===== config.mk =====
export PLATFORM = sky130hd
export DESIGN_NAME = bfu_pipe
export DESIGN_NICKNAME = d
export VERILOG_FILES = /design/src/rtl/bfu_pkg.sv /design/src/rtl/bfu_cmult.sv /design/src/rtl/bfu_pipe.sv
export SDC_FILE = /design/constraint.sdc
export NUM_CORES = 1
export LEC_CHECK = 0
export ABC_AREA = 1
export ABC_CLOCK_PERIOD_IN_PS = 2000
export CAP_MARGIN = 20
export CORE_ASPECT_RATIO = 0.75
export CORE_MARGIN = 4
export CORE_UTILIZATION = 40
export DETAILED_ROUTE_END_ITERATION = 7
export PLACE_DENSITY = 0.57
export REMOVE_ABC_BUFFERS = 1
export SLEW_MARGIN = 40
export SYNTH_ARGS = -nofsm -noshare
export SYNTH_HDL_FRONTEND = slang
export SYNTH_SLANG_ARGS = --single-unit

===== constraint.sdc =====
create_clock -name clk -period 2 [get_ports clk]
set_input_delay 0.2 -clock clk [delete_from_list [all_inputs] [get_ports clk]]
set_output_delay 0.2 -clock clk [all_outputs]
set_load 0.02 [all_outputs]

===== src/rtl/bfu_pkg.sv =====
// Shared types and fixed-point helpers for the pipelined radix-2 butterfly.
// Helpers work on a wide signed carrier so one function serves every stage width.
package bfu_pkg;

  localparam int unsigned WIDTH_DEF = 9;
  localparam int unsigned FRAC_DEF  = WIDTH_DEF - 1;

  typedef logic signed [63:0] wide_t;

  // Arithmetic right shift with optional round-half-up bias of 2^(sh-1).
  function automatic wide_t round_shift(input wide_t v, input int unsigned sh, input logic rnd);
    wide_t r;
    r = v;
    if (rnd && (sh != 0)) r = r + (wide_t'(1) <<< (sh - 1));
    return r >>> sh;
  endfunction

  function automatic logic in_range(input wide_t v, input int unsigned w);
    wide_t hi;
    wide_t lo;
    hi = (wide_t'(1) <<< (w - 1)) - wide_t'(1);
    lo = -(wide_t'(1) <<< (w - 1));
    return (v <= hi) && (v >= lo);
  endfunction

  // Saturate to w-bit signed range, or keep the low w bits sign-extended (wrap).
  function automatic wide_t sat_wrap(input wide_t v, input int unsigned w, input logic sat);
    wide_t hi;
    wide_t lo;
    wide_t r;
    hi = (wide_t'(1) <<< (w - 1)) - wide_t'(1);
    lo = -(wide_t'(1) <<< (w - 1));
    r  = v;
    if (v > hi) begin
      r = sat ? hi : ((v <<< (64 - w)) >>> (64 - w));
    end else if (v < lo) begin
      r = sat ? lo : ((v <<< (64 - w)) >>> (64 - w));
    end
    return r;
  endfunction

endpackage


===== src/rtl/bfu_cmult.sv =====
// Two-stage complex multiply b*w: S1 registers the four partial products,
// S2 combines, rounds, shifts by FRAC and clamps to WIDTH+1 bits.
module bfu_cmult
  import bfu_pkg::*;
#(
  parameter int unsigned WIDTH = WIDTH_DEF,
  parameter int unsigned FRAC  = WIDTH - 1,
  parameter int unsigned ROUND = 0
) (
  input  logic             clk,
  input  logic             rst_n,
  input  logic             adv,
  input  logic             in_valid,
  input  logic             v1,
  input  logic [WIDTH-1:0] br,
  input  logic [WIDTH-1:0] bi,
  input  logic [WIDTH-1:0] wr,
  input  logic [WIDTH-1:0] wi,
  output logic [WIDTH:0]   t_r,
  output logic [WIDTH:0]   t_i,
  output logic             t_ovf
);

  localparam int unsigned PW = 2 * WIDTH;
  localparam int unsigned TW = WIDTH + 1;

  logic signed [PW-1:0] prr_q, prr_d, pii_q, pii_d, pri_q, pri_d, pir_q, pir_d;
  logic [TW-1:0] tr_q, tr_d, ti_q, ti_d;
  logic          ovf_q, ovf_d;
  wide_t         pr_w, pi_w;

  always_comb begin
    prr_d = prr_q;
    pii_d = pii_q;
    pri_d = pri_q;
    pir_d = pir_q;
    if (adv && in_valid) begin
      prr_d = PW'($signed(br)) * PW'($signed(wr));
      pii_d = PW'($signed(bi)) * PW'($signed(wi));
      pri_d = PW'($signed(br)) * PW'($signed(wi));
      pir_d = PW'($signed(bi)) * PW'($signed(wr));
    end
  end

  // The clamp always saturates; the SAT choice applies only to the final results.
  always_comb begin
    pr_w  = round_shift(wide_t'(prr_q) - wide_t'(pii_q), FRAC, ROUND != 0);
    pi_w  = round_shift(wide_t'(pri_q) + wide_t'(pir_q), FRAC, ROUND != 0);
    tr_d  = tr_q;
    ti_d  = ti_q;
    ovf_d = ovf_q;
    if (adv && v1) begin
      tr_d  = TW'(sat_wrap(pr_w, TW, 1'b1));
      ti_d  = TW'(sat_wrap(pi_w, TW, 1'b1));
      ovf_d = !in_range(pr_w, TW) || !in_range(pi_w, TW);
    end
  end

  always_ff @(posedge clk or negedge rst_n) begin
    if (!rst_n) begin
      prr_q <= '0;
      pii_q <= '0;
      pri_q <= '0;
      pir_q <= '0;
      tr_q  <= '0;
      ti_q  <= '0;
      ovf_q <= 1'b0;
    end else begin
      prr_q <= prr_d;
      pii_q <= pii_d;
      pri_q <= pri_d;
      pir_q <= pir_d;
      tr_q  <= tr_d;
      ti_q  <= ti_d;
      ovf_q <= ovf_d;
    end
  end

  assign t_r   = tr_q;
  assign t_i   = ti_q;
  assign t_ovf = ovf_q;

endmodule


===== src/rtl/bfu_pipe.sv =====
// Pipelined radix-2 DIT butterfly op1 = a + b*w, op2 = a - b*w with a single
// global advance, operand-isolated data registers and sticky overflow.
module bfu_pipe
  import bfu_pkg::*;
#(
  parameter int unsigned WIDTH = WIDTH_DEF,
  parameter int unsigned FRAC  = WIDTH - 1,
  parameter int unsigned ROUND = 0,
  parameter int unsigned SAT   = 1
) (
  input  logic             clk,
  input  logic             rst_n,
  input  logic             in_valid,
  output logic             in_ready,
  input  logic [WIDTH-1:0] in_ar,
  input  logic [WIDTH-1:0] in_ai,
  input  logic [WIDTH-1:0] in_br,
  input  logic [WIDTH-1:0] in_bi,
  input  logic [WIDTH-1:0] in_wr,
  input  logic [WIDTH-1:0] in_wi,
  input  logic             in_scale,
  output logic             out_valid,
  input  logic             out_ready,
  output logic [WIDTH-1:0] op1r,
  output logic [WIDTH-1:0] op1i,
  output logic [WIDTH-1:0] op2r,
  output logic [WIDTH-1:0] op2i,
  output logic             out_ovf,
  output logic             ovf_sticky,
  input  logic             ovf_clr
);

  logic             adv;
  logic             v1_q, v1_d, v2_q, v2_d, v3_q, v3_d;
  logic [WIDTH-1:0] a1r_q, a1r_d, a1i_q, a1i_d, a2r_q, a2r_d, a2i_q, a2i_d;
  logic             sc1_q, sc1_d, sc2_q, sc2_d;
  logic [WIDTH-1:0] op_q [4];
  logic [WIDTH-1:0] op_d [4];
  logic             ovf_q, ovf_d, sticky_q, sticky_d;
  logic [WIDTH:0]   t_r, t_i;
  logic             t_ovf;
  wide_t            s [4];
  logic             s_ovf;

  assign adv      = !v3_q || out_ready;
  assign in_ready = adv;

  bfu_cmult #(
    .WIDTH (WIDTH),
    .FRAC  (FRAC),
    .ROUND (ROUND)
  ) u_cmult (
    .clk      (clk),
    .rst_n    (rst_n),
    .adv      (adv),
    .in_valid (in_valid),
    .v1       (v1_q),
    .br       (in_br),
    .bi       (in_bi),
    .wr       (in_wr),
    .wi       (in_wi),
    .t_r      (t_r),
    .t_i      (t_i),
    .t_ovf    (t_ovf)
  );

  always_comb begin
    v1_d     = v1_q;
    v2_d     = v2_q;
    v3_d     = v3_q;
    a1r_d    = a1r_q;
    a1i_d    = a1i_q;
    sc1_d    = sc1_q;
    a2r_d    = a2r_q;
    a2i_d    = a2i_q;
    sc2_d    = sc2_q;
    sticky_d = sticky_q;
    if (adv) begin
      v1_d = in_valid;
      v2_d = v1_q;
      v3_d = v2_q;
    end
    if (adv && in_valid) begin
      a1r_d = in_ar;
      a1i_d = in_ai;
      sc1_d = in_scale;
    end
    if (adv && v1_q) begin
      a2r_d = a1r_q;
      a2i_d = a1i_q;
      sc2_d = sc1_q;
    end
    // A flagged transfer overrides a simultaneous clear.
    if (ovf_clr) sticky_d = 1'b0;
    if (v3_q && out_ready && ovf_q) sticky_d = 1'b1;
  end

  always_comb begin
    s[0]  = wide_t'($signed(a2r_q)) + wide_t'($signed(t_r));
    s[1]  = wide_t'($signed(a2i_q)) + wide_t'($signed(t_i));
    s[2]  = wide_t'($signed(a2r_q)) - wide_t'($signed(t_r));
    s[3]  = wide_t'($signed(a2i_q)) - wide_t'($signed(t_i));
    s_ovf = t_ovf;
    op_d  = op_q;
    ovf_d = ovf_q;
    for (int unsigned i = 0; i < 4; i++) begin
      if (sc2_q) s[i] = round_shift(s[i], 1, ROUND != 0);
      if (!in_range(s[i], WIDTH)) s_ovf = 1'b1;
    end
    if (adv && v2_q) begin
      for (int unsigned i = 0; i < 4; i++) begin
        op_d[i] = WIDTH'(sat_wrap(s[i], WIDTH, SAT != 0));
      end
      ovf_d = s_ovf;
    end
  end

  always_ff @(posedge clk or negedge rst_n) begin
    if (!rst_n) begin
      v1_q     <= 1'b0;
      v2_q     <= 1'b0;
      v3_q     <= 1'b0;
      a1r_q    <= '0;
      a1i_q    <= '0;
      sc1_q    <= 1'b0;
      a2r_q    <= '0;
      a2i_q    <= '0;
      sc2_q    <= 1'b0;
      op_q     <= '{default: '0};
      ovf_q    <= 1'b0;
      sticky_q <= 1'b0;
    end else begin
      v1_q     <= v1_d;
      v2_q     <= v2_d;
      v3_q     <= v3_d;
      a1r_q    <= a1r_d;
      a1i_q    <= a1i_d;
      sc1_q    <= sc1_d;
      a2r_q    <= a2r_d;
      a2i_q    <= a2i_d;
      sc2_q    <= sc2_d;
      op_q     <= op_d;
      ovf_q    <= ovf_d;
      sticky_q <= sticky_d;
    end
  end

  assign out_valid  = v3_q;
  assign op1r       = op_q[0];
  assign op1i       = op_q[1];
  assign op2r       = op_q[2];
  assign op2i       = op_q[3];
  assign out_ovf    = ovf_q;
  assign ovf_sticky = sticky_q;

endmodule


Word level (Yosys, flattened, before mapping):

Index checks and enable logic that the tools add are counted.

* register bits after elaboration: 172
* input port bits: 60
* output and inout port bits: 40

* $add $sub $neg: 6
* multipliers: 4
* order comparisons: 24
* muxes and demuxes: 22
* reduce and logical (&&, ||, !) cells: 17

Operators by type and width (count)
* 10-bit two-way mux: 8
* 9-bit by 9-bit multiplier with 18-bit output: 4
* 9-bit two-way mux: 8
* 11-bit by 9-bit >= comparator with 1-bit output (second input constant): 4
* 11-bit by 9-bit > comparator with 1-bit output (second input constant): 4
* 11-bit by 9-bit <= comparator with 1-bit output (second input constant): 4
* 11-bit by 9-bit < comparator with 1-bit output (second input constant): 4
* 9-bit by 10-bit adder with 11-bit output: 2
* 11-bit by 10-bit >= comparator with 1-bit output (second input constant): 2
* 11-bit by 10-bit > comparator with 1-bit output (second input constant): 2
* 11-bit by 10-bit <= comparator with 1-bit output (second input constant): 2
* 11-bit by 10-bit < comparator with 1-bit output (second input constant): 2
* 9-bit by 10-bit subtractor with 11-bit output: 2
* 18-bit by 18-bit adder with 19-bit output: 1
* 18-bit by 18-bit subtractor with 19-bit output: 1
* 1-bit logical AND: 11
* 1-bit two-way mux: 6
* 1-bit logical NOT: 3
* 1-bit logical OR: 2
* 2-bit nonzero test: 1

Depth between registers and ports, before layout:

* word-level depth: 8
* mapped depth: 25
* gate-level depth less buffers: 23

By module:

From an unflattened synthesis, not the netlist that was laid out.

* cells, all modules: 3054
* area total of the unflattened synthesis: 23343.6 um^2

By module, submodules not included
* bfu_cmult: instances 1, cells an instance 2319, area an instance 17812.1 um^2
* bfu_pipe: instances 1, cells an instance 735, area an instance 5531.6 um^2

Worst setup path before layout:

Ideal clock, no wire load.

* kind: input to register
* start: in in_bi[1]
* end: reg u_cmult.pir_q[15]
* arrival time: 4731 ps
* required time: 1882 ps
* path slack: -2849 ps
* stages on the path: 20
* path buffers: 2
* cells stage by stage: clkbuf_1 -> clkbuf_1 -> nand2_1 -> fa_1 -> fa_1 -> inv_1 -> fa_1 -> fa_1 -> fa_1 -> ha_1 -> a21oi_1 -> nand2_1 -> nand2_1 -> nand2_1 -> a21oi_1 -> o21ai_0 -> a21oi_1 -> nand2_1 -> nand3_1 -> nand2_1

* cells in the longest elaborated chain, start to end: 1

Ends and longest elaborated chain
* start: declaration: line bfu_pipe.sv:18 `input logic [WIDTH-1:0] in_bi,`
* 9-bit by 9-bit multiplier with 18-bit output: line bfu_cmult.sv:41 `pir_d = PW'($signed(bi)) * PW'($signed(wr));`
* end signal: assignment: line bfu_cmult.sv:72 `pir_q <= pir_d;`
* end: declaration: line bfu_cmult.sv:27 `logic signed [PW-1:0] prr_q, prr_d, pii_q, pii_d, pri_q, pri_d, pir_q, pir_d;`

No other way between the ends.
A chain may end at the register's enable or synchronous reset.

Worst setup path in the final report:

* start: in in_br[7]
* end: reg u_cmult.pri_q[10]

* cells in the longest elaborated chain, start to end: 1

Ends and longest elaborated chain
* start: declaration: line bfu_pipe.sv:17 `input logic [WIDTH-1:0] in_br,`
* 9-bit by 9-bit multiplier with 18-bit output: line bfu_cmult.sv:40 `pri_d = PW'($signed(br)) * PW'($signed(wi));`
* end signal: assignment: line bfu_cmult.sv:71 `pri_q <= pri_d;`
* end: declaration: line bfu_cmult.sv:27

No other way between the ends.

==> metrics <==
Worst-Skew Late Latency=0.49 ns; Setup violations, final=110; via count=around 22000; R2R setup slack=-0.31 ns; Hold Crit Class=in -> async; CTS max path bufs=2; DR DRC count=0; initial antenna violation count=0; status=finished with violations; worst r2r dst=out_ovf; Avg Inst Size Synth=7.66 um2; fin crit share=198%; Mapped Cells=between 3000 and 4000; Hold Slack=0.204 ns; Worst Path Max Fanout=6; Die Y=~220 um; # rows=75; post-synthesis sequential area ratio=a little under a fifth; overall routed net length=74200 um; setup ws final=-1.97 ns; clk slew on worst S/H paths=~0.08 ns; total gr overflow=0; routability congestion estimate=0.906; crit path from=in_br[7]; H-Tree Depth=4; startpoint types=primary input; Syn Std Cell Area=roughly 23000 um2; Layout area overhead=56.3%; R2R cell count=16; post-synthesis register bit count=between 150 and 200; Fmax=about 250 MHz; Slew headroom=a little under three quarters; max-slew violation count=0; failing checks=setup timing; total global-route track usage=23.2%; WP data arrival=between 4 and 5 ns; vias in the first global route=around 22000; Num CTS Buffers=17; RSZ-0062 raised after global routing=yes; min cycle time layout=3.97 ns; count of cell types in the netlist=47; RR Startpoint=u_cmult.t_r[0]; Ports=100; DP Wirelength=between 50000 and 60000 um; crit path kind=in -> reg; chip width=approximately 290 um; routed vias/inst=~4.9; WL per Instance=16.6 um; WP data required=2.36 ns; Setup Skew=roughly 0.011 ns; effective utilization at floorplan=around two fifths; Die Footprint=61600 um2; CP endpoint kind=flip-flop; post-route ant nets=0; DRT Pass-1 Iters=5; DR iter-0 viols=~1200; ANT cells=0; IO buf count=between 90 and 100; core area=about 56000 um2; largest net degree at the start of global routing=94; first-pass GRT wire length=116000 um; CTS tree=built; top_reg_cell synth=dfrtp_1; CTS Sinks=around 170; root buf cell=clkbuf_16; # nets final=roughly 4300; final hold vios=0; ys async rst share=100%; EDFF count, synth=0; Yosys warnings=0; share of cells above drive strength 1=between 40% and 50%; max-cap check violation count=0; worst-margin pin slew=between 0.4 and 0.5 ns
-- registers in the layout, indices dropped and copies added (netlist names), 10 cells and up --
signal / cells
u_cmult.prr_q: 18
u_cmult.pir_q: 18
u_cmult.t_i: 10
u_cmult.t_r: 10
u_cmult.pii_q: 18
u_cmult.pri_q: 18
-- worst max-delay path by stage --
stage,to,slack [ns]
after global routing,u_cmult.pir_q[16],-2.11
final,u_cmult.pri_q[10],-1.97
after CTS,u_cmult.prr_q[13],-1.99
after global placement,u_cmult.pri_q[17],-3.10
after floorplan,u_cmult.pir_q[15],-2.36
after detailed placement,u_cmult.pri_q[17],-3.18
-- synth_stat cells (2+ instances only) --
cell      count  area (um2)
nand2_2      17         106
a21oi_4       5        81.3
o21bai_1      9        67.6
o21ai_0     105         526
xor2_1       44         385
inv_2        15        56.3
buf_2        10        50.1
nor2_2        5        31.3
nand3b_1      4        30.0
fa_1        284        5690
a22oi_1       4        30.0
nand4_1      15        93.8
dfrtp_1     172        4300
and3_1        2        12.5
o31ai_1       3        22.5
xnor2_1      34         298
a21oi_1     135         676
nor4_1        2        12.5
buf_6         2        22.5
a211oi_1      2        15.0
a21boi_1      2        15.0
ha_1        226        2830
a31oi_1      13        81.3
inv_1       567        2130
o21a_1        3        22.5
o22ai_1       2        12.5
o211ai_1     12        90.1
o21ai_1       2        10.0
nor2_1      166         623
buf_4         3        22.5
or2_2        19         119
nand3_1     124         621
nand2_1     854        3210
nand3_2       3        30.0
buf_1         5        18.8
clkbuf_1     92         345
a21o_1        9        67.6
a21oi_2       8        70.1
nor3_1       14        70.1
nand2_4       8        90.1
-- cell usage in the layout (no fill, tap or decap), types with 64 or more instances in the layout --
| cell | instances |
|---|---|
| buf_6 | 140 |
| buf_4 | 490 |
| inv_1 | 441 |
| nor2_1 | 135 |
| a21oi_2 | 70 |
| fa_1 | 233 |
| nand2_1 | 634 |
| ha_1 | 82 |
| dfrtp_1 | 162 |
| o21ai_0 | 64 |
| nand2_2 | 152 |
| inv_2 | 129 |
| ha_4 | 135 |
| nand2_4 | 90 |
-- critical path: stages --
cell and delay (ns):
buf_2 0.11, buf_6 0.15, nand2_2 0.07, fa_1 0.54
inv_1 0.06, fa_1 0.54, inv_2 0.05, fa_1 0.43
inv_2 0.07, fa_1 0.45, fa_2 0.58, ha_4 0.23
buf_6 0.13, nand2_4 0.08, nand2_4 0.05, a21oi_4 0.14
buf_4 0.14, xor2_1 0.20, o21ai_0 0.10
-- what timing repair did --
action | CTS | global route
buffers inserted | 140 | 67
gates cloned | 6 | 0
endpoints found under the setup margin | 118 | 118
hold buffers | 1 | 0
pin swaps | 351 | 360
gates resized for setup | 889 | 566
endpoints found under the hold margin | 33 | 0
-- metrics by stage --
step | setup WS [ns] | instances | cell area (um2) | util (%) | setup TNS (ns)
floorplan | -2.36 | 2896 | 22600 | - | -218.46
global placement | -3.10 | 4268 | 28600 | 50.6 | -167.45
detailed placement | -3.18 | 4268 | 28600 | 50.6 | -171.36
CTS | -1.99 | 4433 | 33500 | 59.4 | -94.77
global route | -2.11 | 4475 | 36000 | 63.8 | -108.43
finish | -1.97 | 4475 | 36000 | 63.8 | -97.18
-- logic make-up after synthesis --
family                   synth area share (%)
buffers and inverters                    11.5
AND/OR/NAND/NOR                          21.9
XOR/XNOR                                 2.96
AO/OA/AOI/OAI                            8.00
adder cells (fa/ha/maj)                  36.9
flip-flops                               18.7
-- routing by layer --
metal	track usage [%]	routed length, um
met2	36.8	34900
met1	33.0	34200
met5	0	0
met3	4.23	3750
met4	5.85	1330
-- cell type report --
| type | count | area, um2 |
|---|---|---|
| clock buffers | 18 | 439 |
| clock inverters | 13 | 156 |
| fillers | 4636 | 20500 |
| inverters | 583 | 2220 |
| multi-input cells | 2143 | 20500 |
| flip-flops and latches | 172 | 4320 |
| well taps | 770 | 963 |
| repair buffers | 776 | 7380 |
Power is left out: the tool's default activity adds up to more than one toggle a clock period on the data nets, which glitch-free logic cannot reach.
